===== config.mk =====
export PLATFORM = sky130hd
export DESIGN_NAME = match_unit
export DESIGN_NICKNAME = d
export VERILOG_FILES = /design/src/rtl/match_unit_pkg.sv /design/src/rtl/match_window.sv /design/src/rtl/match_unit.sv
export SDC_FILE = /design/constraint.sdc
export NUM_CORES = 1
export LEC_CHECK = 0
export ABC_AREA = 1
export CAP_MARGIN = 20
export CORE_UTILIZATION = 58
export DETAILED_ROUTE_END_ITERATION = 16
export PLACE_DENSITY = 0.86
export SLEW_MARGIN = 15
export SYNTH_ARGS = -nofsm -noshare
export SYNTH_HDL_FRONTEND = slang
export SYNTH_HIERARCHICAL = 1
export SYNTH_SLANG_ARGS = --single-unit

===== constraint.sdc =====
create_clock -name clk -period 6.3 [get_ports clk]
set_clock_uncertainty 0.1 [all_clocks]
set_input_delay 0.63 -clock clk [delete_from_list [all_inputs] [get_ports clk]]
set_output_delay 0.63 -clock clk [all_outputs]
set_load 0.02 [all_outputs]

===== src/rtl/match_unit_pkg.sv =====
// rtl/match_unit_pkg.sv - shared state/mode types and helpers for the pattern-search unit
package match_unit_pkg;

    typedef enum logic [1:0] {
        S_IDLE = 2'd0,
        S_SCAN = 2'd1,
        S_DONE = 2'd2
    } state_e;

    typedef enum logic [1:0] {
        MODE_FIRST = 2'b00,
        MODE_LAST  = 2'b01,
        MODE_COUNT = 2'b10
    } mode_e;

    // The reserved encoding 2'b11 behaves as FIRST.
    function automatic mode_e decode_mode(input logic [1:0] m);
        case (m)
            2'b01:   return MODE_LAST;
            2'b10:   return MODE_COUNT;
            default: return MODE_FIRST;
        endcase
    endfunction

endpackage


===== src/rtl/match_window.sv =====
// rtl/match_window.sv - combinational compare of LANES consecutive offsets starting at a signed base
module match_window
    import match_unit_pkg::*;
#(
    parameter  int DATA_W = 32,
    parameter  int PAT_W  = 8,
    parameter  int LANES  = 1,
    parameter  int OFF_W  = 8,
    localparam int LANE_W = (LANES > 1) ? $clog2(LANES) : 1,
    localparam int POP_W  = $clog2(LANES + 1)
) (
    input  logic [DATA_W-1:0]       data,
    input  logic [DATA_W-1:0]       pattern,
    input  logic signed [OFF_W-1:0] base,
    output logic [LANES-1:0]        hit,
    output logic                    any_hit,
    output logic [LANE_W-1:0]       lo_lane,
    output logic [LANE_W-1:0]       hi_lane,
    output logic [POP_W-1:0]        pop
);

    localparam int NPOS = DATA_W - PAT_W + 1;
    // Only the low PAT_W bits of the shifted data and pattern take part in a compare.
    localparam logic [DATA_W-1:0] PMASK = ~({DATA_W{1'b1}} << PAT_W);

    // Per-lane compare; lanes whose offset falls outside 0..NPOS-1 never hit.
    always_comb begin
        int                off;
        logic [DATA_W-1:0] sh;
        hit = '0;
        for (int i = 0; i < LANES; i++) begin
            off = int'(base) + i;
            sh  = data >> off;
            hit[i] = (off >= 0) && (off < NPOS) && (((sh ^ pattern) & PMASK) == '0);
        end
    end

    // Lowest/highest hitting lane and the number of hits in this group.
    always_comb begin
        lo_lane = '0;
        hi_lane = '0;
        pop     = '0;
        for (int i = LANES - 1; i >= 0; i--) begin
            if (hit[i]) lo_lane = LANE_W'(i);
        end
        for (int i = 0; i < LANES; i++) begin
            if (hit[i]) hi_lane = LANE_W'(i);
            pop = pop + POP_W'(hit[i]);
        end
    end

    assign any_hit = |hit;

endmodule


===== src/rtl/match_unit.sv =====
// rtl/match_unit.sv - multi-cycle first/last/count pattern search with pipeline stall and flush
module match_unit
    import match_unit_pkg::*;
#(
    parameter int DATA_W = 32,
    parameter int PAT_W  = 8,
    parameter int LANES  = 1
) (
    input  logic              clk,
    input  logic              rst,
    input  logic              start,
    input  logic [1:0]        mode,
    input  logic [DATA_W-1:0] pattern,
    input  logic [DATA_W-1:0] data,
    input  logic              flush,
    output logic              busy,
    output logic              done,
    output logic              found,
    output logic [DATA_W-1:0] result,
    output logic              stallreq
);

    localparam int NPOS   = DATA_W - PAT_W + 1;
    localparam int NGRP   = (NPOS + LANES - 1) / LANES;
    localparam int GRP_W  = (NGRP > 1) ? $clog2(NGRP) : 1;
    localparam int CNT_W  = $clog2(NPOS + 1);
    localparam int OFF_W  = $clog2(DATA_W + LANES) + 2;
    localparam int LANE_W = (LANES > 1) ? $clog2(LANES) : 1;
    localparam int POP_W  = $clog2(LANES + 1);

    state_e            state_q, state_d;
    mode_e             mode_q, mode_d;
    logic [DATA_W-1:0] pat_q, pat_d;
    logic [DATA_W-1:0] data_q, data_d;
    logic [GRP_W-1:0]  grp_q, grp_d;
    logic [CNT_W-1:0]  cnt_q, cnt_d;
    logic              done_q, done_d;
    logic              found_q, found_d;
    logic [DATA_W-1:0] result_q, result_d;

    logic signed [OFF_W-1:0] base;
    logic [LANES-1:0]        hit;
    logic                    any_hit;
    logic [LANE_W-1:0]       lo_lane, hi_lane;
    logic [POP_W-1:0]        pop;
    logic [CNT_W-1:0]        total;
    logic                    last_grp;
    int                      hit_off;

    // Group pointer -> lowest offset of the group; LAST walks down from the top offset.
    always_comb begin
        int base_i;
        if (mode_q == MODE_LAST) base_i = NPOS - LANES - int'(grp_q) * LANES;
        else                     base_i = int'(grp_q) * LANES;
        base    = OFF_W'(base_i);
        hit_off = int'(base) + int'((mode_q == MODE_LAST) ? hi_lane : lo_lane);
    end

    match_window #(
        .DATA_W (DATA_W),
        .PAT_W  (PAT_W),
        .LANES  (LANES),
        .OFF_W  (OFF_W)
    ) u_window (
        .data    (data_q),
        .pattern (pat_q),
        .base    (base),
        .hit     (hit),
        .any_hit (any_hit),
        .lo_lane (lo_lane),
        .hi_lane (hi_lane),
        .pop     (pop)
    );

    assign total    = cnt_q + CNT_W'(pop);
    assign last_grp = (grp_q == GRP_W'(NGRP - 1));

    // Next-state: accept in IDLE, one group per SCAN cycle, DONE always returns to IDLE.
    always_comb begin
        state_d  = state_q;
        mode_d   = mode_q;
        pat_d    = pat_q;
        data_d   = data_q;
        grp_d    = grp_q;
        cnt_d    = cnt_q;
        done_d   = 1'b0;
        found_d  = found_q;
        result_d = result_q;
        case (state_q)
            S_IDLE: begin
                if (start && !flush) begin
                    state_d = S_SCAN;
                    mode_d  = decode_mode(mode);
                    pat_d   = pattern;
                    data_d  = data;
                    grp_d   = '0;
                    cnt_d   = '0;
                end
            end
            S_SCAN: begin
                if (flush) begin
                    state_d = S_IDLE;
                end else begin
                    grp_d = grp_q + GRP_W'(1);
                    if (mode_q == MODE_COUNT) begin
                        cnt_d = total;
                        if (last_grp) begin
                            state_d  = S_DONE;
                            done_d   = 1'b1;
                            result_d = DATA_W'(total);
                            found_d  = (total != '0);
                        end
                    end else if (any_hit) begin
                        state_d  = S_DONE;
                        done_d   = 1'b1;
                        result_d = DATA_W'(hit_off);
                        found_d  = 1'b1;
                    end else if (last_grp) begin
                        state_d  = S_DONE;
                        done_d   = 1'b1;
                        result_d = '1;
                        found_d  = 1'b0;
                    end
                end
            end
            default: begin
                state_d = S_IDLE;
            end
        endcase
    end

    // State and registered outputs, cleared asynchronously.
    always_ff @(posedge clk or posedge rst) begin
        if (rst) begin
            state_q  <= S_IDLE;
            mode_q   <= MODE_FIRST;
            pat_q    <= '0;
            data_q   <= '0;
            grp_q    <= '0;
            cnt_q    <= '0;
            done_q   <= 1'b0;
            found_q  <= 1'b0;
            result_q <= '0;
        end else begin
            state_q  <= state_d;
            mode_q   <= mode_d;
            pat_q    <= pat_d;
            data_q   <= data_d;
            grp_q    <= grp_d;
            cnt_q    <= cnt_d;
            done_q   <= done_d;
            found_q  <= found_d;
            result_q <= result_d;
        end
    end

    assign busy     = (state_q == S_SCAN);
    assign done     = done_q;
    assign found    = found_q;
    assign result   = result_q;
    assign stallreq = !rst && (((state_q == S_IDLE) && start && !flush) || busy);

endmodule


==> metrics.yaml <==
globalRoute.totalOverflow: 0
number_of_drc_markers_in_iteration_0: 340
setup.reg_to_reg.worst_slack_ns: 1.51
ir_worst_vdd_uv: 175
setup_viol_count_final: 0
power_per_unit_of_standard_cell_area_nw_per_um2: 379
timing.final.crit_period_ns: 4.79
flow.area_growth_from_synthesis_pct: 16.4
grt_pass1_wl_microns: 21200
timing_worst_slew_pin_value_ns: 0.809
cpPeakStageDelay_ns: 0.48
starting_density_of_the_core_pct: 59.6
design.die.area_sq_um: 8760
avgSynthCellArea_sq_um: 6.53
finish.instance_area_sq_um: 5670
num-fill-cells: 719
r2r-start: "grp_q[0]$_DFFE_PP0P_"
crit_path_max_fanout: 62
critical_path.slowest_cell: "sky130_fd_sc_hd__buf_4"
grt_use_total_pct: 30.8
max-slew-margin-rel_pct: 46.1
worst-endpoint-required_ns: 6.43
clk_root_buffer_cell: "sky130_fd_sc_hd__clkbuf_8"
core_area_sq_um: 8180
synth-warning-count: 6
layout-drive-gt1-share_pct: 6.73
worst_hold_path_type: "reg2reg"
wl_per_cell_microns: 14.3
ant_nets: 0
p_total_mw: 2.15
gp_congestion: 0.934
numClockSinks: 65
fin_cells: 893
timing_max_transition_violations_final: 0
finalNetCount: 859
post_cts_repair_resize_count: 0
clock_tree.buffer_depth: 2
initial_antenna_violation_count: 0
antenna-diode-count: 0
tns_ns: 0
maxCapViolations: 0
detail_route.wirelength_microns: 12800
min_period_over_period_pct: 76.0
worst_r2r_endpoint: "found$_DFFE_PP0P_"
timing.critical_path.mode_cell: "sky130_fd_sc_hd__nand2_1"
placementRows: 33
syn_inst: 745
number_of_i_o_pins: 106
grt_setup_unrepaired: "no"
postcts_setup_bufs: 0
cts-buffers-inserted: 9
dpl-instance-area_sq_um: 5460
cts_tree: "done"
multi_input_gate_area_sq_um: 2630
grt_max_degree: 66
detailroute.via_count: 5027
cellLeakagePower_nw: 2.87
final_worst_setup_slack_ns: 1.51
critical_path_buf_inv_count: 4
cp-startpoint: "grp_q[0]$_DFFE_PP0P_"
hpwl_microns: 9040
critical_path.top_delay_family: "simple AND/OR/NAND/NOR gates"
result_of_the_run: "completed"
via_per_inst: 5.63
worst_hold_startpoint: "result[6]$_DFFE_PP0P_"
io_buffers: 81
synth.cell_area_sq_um: 4870
maxClockFrequency_ghz: 0.209
clk_latency_worst_skew_pair_ns: 0.35
r2r_cells: 26
vias_in_the_first_global_route: 4686
register_area_sq_um: 1630
crit_path_capture: "found$_DFFE_PP0P_"
end_kind: "register"
crit_type: "reg2reg"
ctsHtreeMaxLevel: 3
die_height_microns: 93.6
cts_hold_buf: 0
placedCellCount: 877
drc: 0
floorplan.die.width_microns: 93.6
cts.reportedPaths.clkPinSlew_ns: 0.08
placement.setup.worst_slack_ns: 1.62
number_of_detailed_routing_iterations_run_before_antenna_repair: 5
worst_setup_path_start_kind: "register"
finalHoldViolCount: 0
worst_path_arrival_ns: 4.92
cp_num_cells: 26
[power by group]
part           total [mW]  internal, mW  switching [mW]  leakage (nW)
combinational        1.19         0.443           0.746          1.94
sequential          0.582         0.501          0.0812         0.834
clock               0.375         0.197           0.179        0.0966
[worst reg2reg max path: cells and delay by family (launching register included)]
| kind | cells | cell delay [ns] |
|---|---|---|
| AND/OR/NAND/NOR | 18 | 2.21 |
| buffers and inverters | 4 | 1.19 |
| adder cells (fa/ha/maj) | 2 | 0.45 |
| flip-flops | 1 | 0.37 |
| XOR/XNOR | 1 | 0.29 |
| AO/OA/AOI/OAI | 1 | 0.11 |
[state kept, by name, summed over array words and instances, names as in the netlist]
| signal | cells |
|---|---|
| data_q | 32 |
| grp_q | 5 |
| found | 1 |
| done | 1 |
| cnt_q | 5 |
| pat_q | 8 |
| mode_q | 2 |
| state_q | 2 |
| result | 9 |
[metrics by stage]
| stage | hold WS, ns | utilization [%] |
|---|---|---|
| floorplan | 0.349 | - |
| detailed placement | 0.372 | 66.8 |
| global placement | 0.366 | 66.8 |
| CTS | 0.391 | 69.3 |
| global route | 0.424 | 69.3 |
| finish | 0.386 | 69.3 |
[cell type report]
cell class,count,share of cell area [%]
clock buffers,11,2.50
multi-input cells,565,46.5
inverters,53,3.51
flip-flops and latches,65,28.7
repair buffers,89,15.4
clock inverters,5,1.10
well taps,105,2.32
[layer usage]
metal | vias up | wire [microns] | global-route usage, %
li1 | 2474 | - | -
met1 | 2330 | 5410 | 37.7
met2 | 198 | 6280 | 52.8
met3 | 25 | 808 | 6.34
met4 | 0 | 275 | 12.4
met5 | - | 0 | 0
[worst min-delay path by stage]
stage	to	slack, ns	cells past startpoint
floorplan	pat_q[0]$_DFFE_PP0P_	0.35	2
global placement	result[6]$_DFFE_PP0P_	0.37	2
detailed placement	result[2]$_DFFE_PP0P_	0.37	2
CTS	result[2]$_DFFE_PP0P_	0.39	2
global route	found$_DFFE_PP0P_	0.42	2
finish	result[6]$_DFFE_PP0P_	0.39	2
[placed cells by master (no fill, tap or decap), types with 8 or more instances in the layout]
master                            instances
sky130_fd_sc_hd__nor2_1                  29
sky130_fd_sc_hd__nand2_1                266
sky130_fd_sc_hd__inv_1                   44
sky130_fd_sc_hd__buf_4                    8
sky130_fd_sc_hd__a21oi_1                 11
sky130_fd_sc_hd__dfrtp_1                 65
sky130_fd_sc_hd__nand3_1                190
sky130_fd_sc_hd__clkbuf_8                10
sky130_fd_sc_hd__clkdlybuf4s50_1         81
sky130_fd_sc_hd__o21ai_0                 12
sky130_fd_sc_hd__inv_2                    8
Power figures use the tool's default switching activity.
